[config.mk]
export PLATFORM = sky130hd
export DESIGN_NAME = volt_meas_ctrl_flat
export DESIGN_NICKNAME = d
export VERILOG_FILES = /design/src/rtl/volt_pkg.sv /design/src/rtl/volt_meas_ctrl_if.sv /design/src/rtl/adc_avg.sv /design/src/rtl/volt_meas_ctrl.sv /design/src/flat_wrapper.sv
export SDC_FILE = /design/constraint.sdc
export NUM_CORES = 1
export LEC_CHECK = 0
export ABC_AREA = 1
export CORE_AREA = 4 4 117 119
export DETAILED_ROUTE_END_ITERATION = 10
export DIE_AREA = 0 0 121 123
export PLACE_DENSITY = 0.59
export SLEW_MARGIN = 20
export SYNTH_ARGS = -nofsm -noshare
export SYNTH_HDL_FRONTEND = slang
export SYNTH_SLANG_ARGS = --single-unit
export TNS_END_PERCENT = 50
[constraint.sdc]
create_clock -name sys_clk -period 6.8 [get_ports sys_clk]
set_input_delay 1.02 -clock sys_clk [delete_from_list [all_inputs] [get_ports sys_clk]]
set_output_delay 1.02 -clock sys_clk [all_outputs]
set_load 0.1 [all_outputs]
[src/rtl/volt_pkg.sv]
// Shared types and constants for the voltmeter measurement controller.
// Declarations only: no logic, no latency, no flow control.
package volt_pkg;
    localparam int ADC_W          = 8;
    localparam int VOLT_W         = 16;
    localparam int MV_PER_LSB_DEF = 39;

    typedef enum logic [1:0] {
        CAL  = 2'd0,
        ACQ  = 2'd1,
        CONV = 2'd2,
        OUT  = 2'd3
    } state_t;
endpackage

[src/rtl/volt_meas_ctrl_if.sv]
// ADC-side inputs and display-side results of the measurement controller.
// Plain wires; timing and pulse semantics are owned by volt_meas_ctrl.
interface volt_meas_ctrl_if;
    logic [volt_pkg::ADC_W-1:0]  ad_data;
    logic                        hold;
    logic                        recal;
    logic                        ad_clk;
    logic [volt_pkg::VOLT_W-1:0] volt;
    logic                        sign;
    logic                        volt_vld;
    logic                        cal_done;

    modport master (
        output ad_data, hold, recal,
        input  ad_clk, volt, sign, volt_vld, cal_done
    );

    modport slave (
        input  ad_data, hold, recal,
        output ad_clk, volt, sign, volt_vld, cal_done
    );
endinterface

[src/rtl/adc_avg.sv]
// ADC sample clock generator and 2^AVG_LOG2-sample averager; avg/avg_vld are combinational on the last sample strobe.
// No backpressure: every strobe is consumed, clr drops the running sum and any strobe in the same cycle.
module adc_avg
    import volt_pkg::*;
#(
    parameter int CLK_DIV  = 50,
    parameter int AVG_LOG2 = 10
) (
    input  logic             clk,
    input  logic             rst_n,
    input  logic             clr,
    input  logic [ADC_W-1:0] ad_data,
    output logic             ad_clk,
    output logic [ADC_W-1:0] avg,
    output logic             avg_vld
);
    localparam int ACC_W = ADC_W + AVG_LOG2;
    localparam int DIV_W = $clog2(CLK_DIV);
    localparam logic [DIV_W-1:0] DIV_LAST = DIV_W'(CLK_DIV - 1);
    localparam logic [DIV_W-1:0] DIV_HALF = DIV_W'(CLK_DIV / 2);

    logic [DIV_W-1:0]    div_cnt_q, div_cnt_d;
    logic                ad_clk_q, ad_clk_d;
    logic [ACC_W-1:0]    acc_q, acc_d, acc_sum;
    logic [AVG_LOG2-1:0] n_cnt_q, n_cnt_d;
    logic                smp, last;

    always_comb begin
        smp       = (div_cnt_q == DIV_LAST);
        div_cnt_d = smp ? '0 : div_cnt_q + 1'b1;
        ad_clk_d  = (div_cnt_q >= DIV_HALF);
        acc_sum   = acc_q + ACC_W'(ad_data);
        last      = &n_cnt_q;
        avg       = acc_sum[ACC_W-1:AVG_LOG2];
        avg_vld   = smp && last && !clr;
        acc_d     = acc_q;
        n_cnt_d   = n_cnt_q;
        // The divider keeps running through clr so the sample grid never shifts.
        if (clr) begin
            acc_d   = '0;
            n_cnt_d = '0;
        end else if (smp) begin
            acc_d   = last ? '0 : acc_sum;
            n_cnt_d = n_cnt_q + 1'b1;
        end
    end

    always_ff @(posedge clk) begin
        if (!rst_n) begin
            div_cnt_q <= '0;
            ad_clk_q  <= 1'b0;
            acc_q     <= '0;
            n_cnt_q   <= '0;
        end else begin
            div_cnt_q <= div_cnt_d;
            ad_clk_q  <= ad_clk_d;
            acc_q     <= acc_d;
            n_cnt_q   <= n_cnt_d;
        end
    end

    assign ad_clk = ad_clk_q;
endmodule

[src/rtl/volt_meas_ctrl.sv]
// Voltmeter sequencer: offset calibration, averaging, mV conversion; result 2 cycles after the last sample of an average.
// No backpressure: hold only suppresses the output update, acquisition never stalls.
module volt_meas_ctrl
    import volt_pkg::*;
#(
    parameter int CLK_DIV    = 50,
    parameter int AVG_LOG2   = 10,
    parameter int MV_PER_LSB = MV_PER_LSB_DEF
) (
    input  logic             sys_clk,
    input  logic             sys_rst_n,
    volt_meas_ctrl_if.slave  bus
);
    localparam logic [VOLT_W-1:0] MV_K = VOLT_W'(MV_PER_LSB);

    logic [ADC_W-1:0]  avg;
    logic              avg_vld;
    state_t            state_q;
    logic [ADC_W-1:0]  offset_q, avg_q;
    logic [VOLT_W-1:0] mag_mv_q, volt_q;
    logic              neg_q, sign_q, volt_vld_q, cal_done_q;
    logic [ADC_W:0]    diff, mag;
    logic [VOLT_W-1:0] mag_mv;
    logic              neg;

    adc_avg #(
        .CLK_DIV  (CLK_DIV),
        .AVG_LOG2 (AVG_LOG2)
    ) u_adc_avg (
        .clk     (sys_clk),
        .rst_n   (sys_rst_n),
        .clr     (bus.recal),
        .ad_data (bus.ad_data),
        .ad_clk  (bus.ad_clk),
        .avg     (avg),
        .avg_vld (avg_vld)
    );

    // 9-bit two's complement difference; magnitude never exceeds 255.
    always_comb begin
        diff   = {1'b0, avg_q} - {1'b0, offset_q};
        neg    = diff[ADC_W];
        mag    = neg ? (~diff + 1'b1) : diff;
        mag_mv = VOLT_W'(mag) * MV_K;
    end

    always_ff @(posedge sys_clk) begin
        if (!sys_rst_n) begin
            state_q    <= CAL;
            offset_q   <= '0;
            avg_q      <= '0;
            mag_mv_q   <= '0;
            neg_q      <= 1'b0;
            volt_q     <= '0;
            sign_q     <= 1'b0;
            volt_vld_q <= 1'b0;
            cal_done_q <= 1'b0;
        end else begin
            volt_vld_q <= 1'b0;
            if (bus.recal) begin
                state_q    <= CAL;
                cal_done_q <= 1'b0;
            end else begin
                case (state_q)
                    CAL: if (avg_vld) begin
                        offset_q   <= avg;
                        cal_done_q <= 1'b1;
                        state_q    <= ACQ;
                    end
                    ACQ: if (avg_vld) begin
                        avg_q   <= avg;
                        state_q <= CONV;
                    end
                    CONV: begin
                        mag_mv_q <= mag_mv;
                        neg_q    <= neg && (mag != '0);
                        state_q  <= OUT;
                    end
                    OUT: begin
                        if (!bus.hold) begin
                            volt_q     <= mag_mv_q;
                            sign_q     <= neg_q;
                            volt_vld_q <= 1'b1;
                        end
                        state_q <= ACQ;
                    end
                    default: state_q <= CAL;
                endcase
            end
        end
    end

    assign bus.volt     = volt_q;
    assign bus.sign     = sign_q;
    assign bus.volt_vld = volt_vld_q;
    assign bus.cal_done = cal_done_q;
endmodule

[src/flat_wrapper.sv]
// flat-port wrapper written by rule: the top's interface ports become plain ports
module volt_meas_ctrl_flat import volt_pkg::*;
#(
    parameter int CLK_DIV    = 50,
    parameter int AVG_LOG2   = 10,
    parameter int MV_PER_LSB = MV_PER_LSB_DEF
)
  (sys_clk, sys_rst_n, bus_ad_data, bus_hold, bus_recal, bus_ad_clk, bus_volt, bus_sign, bus_volt_vld, bus_cal_done);
  volt_meas_ctrl_if bus_i ();
  input  logic sys_clk;
  input  logic sys_rst_n;
  input wire logic [$bits(bus_i.ad_data)-1:0] bus_ad_data;
  input wire logic [$bits(bus_i.hold)-1:0] bus_hold;
  input wire logic [$bits(bus_i.recal)-1:0] bus_recal;
  output wire logic [$bits(bus_i.ad_clk)-1:0] bus_ad_clk;
  output wire logic [$bits(bus_i.volt)-1:0] bus_volt;
  output wire logic [$bits(bus_i.sign)-1:0] bus_sign;
  output wire logic [$bits(bus_i.volt_vld)-1:0] bus_volt_vld;
  output wire logic [$bits(bus_i.cal_done)-1:0] bus_cal_done;
  assign bus_i.ad_data = bus_ad_data;
  assign bus_i.hold = bus_hold;
  assign bus_i.recal = bus_recal;
  assign bus_ad_clk = bus_i.ad_clk;
  assign bus_volt = bus_i.volt;
  assign bus_sign = bus_i.sign;
  assign bus_volt_vld = bus_i.volt_vld;
  assign bus_cal_done = bus_i.cal_done;
  volt_meas_ctrl #(.CLK_DIV(CLK_DIV), .AVG_LOG2(AVG_LOG2), .MV_PER_LSB(MV_PER_LSB)) u_core (.sys_clk(sys_clk), .sys_rst_n(sys_rst_n), .bus(bus_i));
endmodule
==> metrics.md <==
| Metric | Value |
|---|---|
| Status | finished clean |
| Postcts setup bufs | 0 |
| Die X | 121 µm |
| Nets | 868 |
| WL/cell | 11.6 µm |
| Worst skew pair latency | 0.34 ns |
| # rows | 41 |
| DRT Wirelength | 11300 µm |
| P_leak | 3.04 nW |
| Die H | 123 µm |
| Sequential area share after synthesis | 31.4% |
| Final hold vios | 0 |
| DR iter-0 viols | 206 |
| Final HPWL DP | 8950 µm |
| Max IR drop VDD | 0.141 mV |
| Pwr Total | 1.05 mW |
| CTS max path bufs | 2 |
| Routed Antenna Nets | 0 |
| Clk pin slew, worst setup/hold paths | 0.07 ns |
| Max-Cap Viols | 0 |
| Synthesized Nets | 844 |
| Hold Crit Depth | 2 |
| Clock sinks | 87 |
| CP delay by family, top | adder cells |
| Final min period | 5.03 ns |
| Vias in the first global route | 4555 |
| #FFs+latches synth | 87 |
| Pre-antenna DRT Iters | 4 |
| DR vias | 4702 |
| RSZ-0062 raised after global routing | false |
| IO buf count | 30 |
| CP max FO | 9 |
| Hold buffers post-CTS | 0 |
| Max Fclk | 199 MHz |
| Worst slew pin tran | 0.991 ns |
| Placer congestion estimate | 0.871 |
| First-pass GRT wire length | 20000 µm |
| Worst path slowest cell | fa_1 |
| CP endpoint kind | register |
| Commonest non-fill, non-tap cell in the layout | nand2_1 |
| Clock buffer count from CTS | 9 |
| Most frequent cells in the layout | nand2_1 (128), inv_1 (115), nor2_1 (96) |
| Resize count post-CTS | 0 |
| Tot GR Track Use | 16.3% |
| Syn Inst Count | 768 |
| Post-Syn Area | 5550 µm² |
| Required @ worst endpoint | 7.07 ns |
| Synth Flop Type | dfxtp_1 |
| Final period utilization | 73.9% |
| N_diodes | 0 |
| DP Worst Slack | 1.74 ns |
| Arr. time, crit path | 5.30 ns |
| Worst Path Buf+Inv | 4 |
| Final Skew | 0.00898 ns |
| CTS tree | yes |
| Clk root buf | clkbuf_16 |
| Worst Hold Class | register to register |
| Share of layout cells above drive strength 1 | 8.28% |
| Yosys cell types | 46 |
| Residual DRC count | 0 |
| Number of primary I/O pins | 32 |
| Finished Core Util | 50.1% |
| Initial core utilization | 44.1% |
| Setup violators final | 0 |
| Core Area | 12600 µm² |
| Syn_area_per_cell | 7.22 µm² |
| Final Worst Setup Slack | 1.77 ns |
| Logic depth of the worst path, buffers included | 26 |
| Startpoint type of the worst setup path | register |
| Post-synth ARST share | 0% |
| Crit path largest cell delay | 0.56 ns |
| Post-synth EDFFs | 0 |
| Crit Path Class | register to register |
| Pin count of the biggest net entering global routing | 41 |
| Initial antenna violation count | 0 |
| Setup TNS | 0 ns |
| Slew Limit Fails | 0 |
| H-tree levels | 3 |
| Hold Slack | 0.467 ns |
| Slew headroom | 33.7% |
| Drt via density | 4.85 |
| Synth warn | 0 |
| Pwr/cell area | 167 nW/µm² |
| Syn-to-layout area delta | 13.6% |
| R2R cell count | 26 |
| Overflow after GRT | 0 |
| Die Area | 14900 µm² |
through the flow:
step	instances	cell area (µm²)
finish	969	6300
global route	969	6300
CTS	969	6300
detailed placement	953	5980
global placement	953	5980
floorplan	768	5550
final cells by class:
| class | count | area, µm² |
|---|---|---|
| well taps | 172 | 215 |
| repair buffers | 31 | 308 |
| clock inverters | 5 | 63.8 |
| multi-input cells | 539 | 3250 |
| fillers | 1269 | 6270 |
| flip-flops and latches | 87 | 1740 |
| inverters | 124 | 465 |
| clock buffers | 11 | 253 |
cells by family (layout without fill, tap and decap cells):
group           after synthesis  in the layout  share of synthesized area, %
simple gates                313            313                          25.1
compound gates              143            143                          14.5
buf+inv                     142            171                          9.93
flops                        87             87                          31.4
fa+ha+maj                    64             64                          16.2
xor+xnor                     18             18                          2.84
other cells                   1              1                        0.0676
per-layer routing:
layer	part of all wire, %	vias to the layer above	global-route usage (%)	routed length (µm)
met5	0	-	0	0
met4	0.91	0	3.68	103
met3	3.2	10	3.39	363
met2	50	45	29.3	5590
met1	46	2148	20.1	5230
li1	-	2499	-	-
worst register-to-register path: stages (launching register included):
cell     delay (ns)
dfxtp_1        0.31
inv_1          0.05
ha_1           0.14
inv_1          0.08
fa_1           0.43
nand3_1        0.13
nand2_2        0.09
a21oi_4        0.26
nand2_1        0.11
xor2_1         0.37
inv_1          0.17
fa_1           0.56
inv_1          0.05
ha_1           0.19
fa_1           0.46
ha_1           0.36
nand2_1        0.08
nand3_1        0.11
a21oi_1        0.22
nor2_1         0.06
o21ai_0        0.15
nand2_1        0.10
a21oi_1        0.16
nand2_2        0.07
nand3_1        0.08
nand2_1        0.06
a21oi_2        0.11
worst paths after layout:
| kind | startpoint | to | slack (ns) |
|---|---|---|---|
| hold / removal | u_core.u_adc_avg.acc_q[16] | u_core.u_adc_avg.acc_q[16] | 0.47 |
| setup reg to reg | u_core.avg_q[0] | u_core.mag_mv_q[13] | 1.77 |
| setup / recovery | u_core.avg_q[0] | u_core.mag_mv_q[13] | 1.77 |
| hold reg to reg | u_core.u_adc_avg.acc_q[16] | u_core.u_adc_avg.acc_q[16] | 0.47 |
cells in the mapped netlist, types with 4 or more instances:
| library cell | n | area [µm²] |
|---|---|---|
| buf_4 | 4 | 30.0 |
| nand3_1 | 34 | 170 |
| nor2_2 | 6 | 37.5 |
| o21ai_0 | 54 | 270 |
| inv_2 | 7 | 26.3 |
| ha_1 | 51 | 638 |
| xor2_1 | 13 | 114 |
| nand2_1 | 128 | 480 |
| nor3_2 | 4 | 40.0 |
| nand2_2 | 17 | 106 |
| nor3_1 | 8 | 40.0 |
| nor2_1 | 96 | 360 |
| fa_1 | 13 | 260 |
| inv_1 | 115 | 432 |
| o21a_1 | 5 | 37.5 |
| xnor2_1 | 5 | 43.8 |
| a21oi_1 | 61 | 305 |
| nand4_1 | 5 | 31.3 |
| dfxtp_1 | 87 | 1740 |
| o21ai_1 | 4 | 20.0 |
| clkbuf_1 | 11 | 41.3 |
power by group:
| group | total [mW] | internal, mW | switching [mW] |
|---|---|---|---|
| registers | 0.512 | 0.511 | 0.00111 |
| logic | 0.0309 | 0.0113 | 0.0196 |
| clock network | 0.511 | 0.307 | 0.204 |
| total | 1.05 | 0.829 | 0.225 |
sequential cells by signal, indices dropped and copies added (netlist names):
signal                      flops
u_core.avg_q                    8
u_core.bus.cal_done             1
u_core.bus.sign                 1
u_core.bus.volt                15
u_core.bus.volt_vld             1
u_core.mag_mv_q                15
u_core.neg_q                    1
u_core.offset_q                 8
u_core.state_q                  2
u_core.u_adc_avg.acc_q         18
u_core.u_adc_avg.ad_clk         1
u_core.u_adc_avg.div_cnt_q      6
u_core.u_adc_avg.n_cnt_q       10
Power figures use the tool's default switching activity.
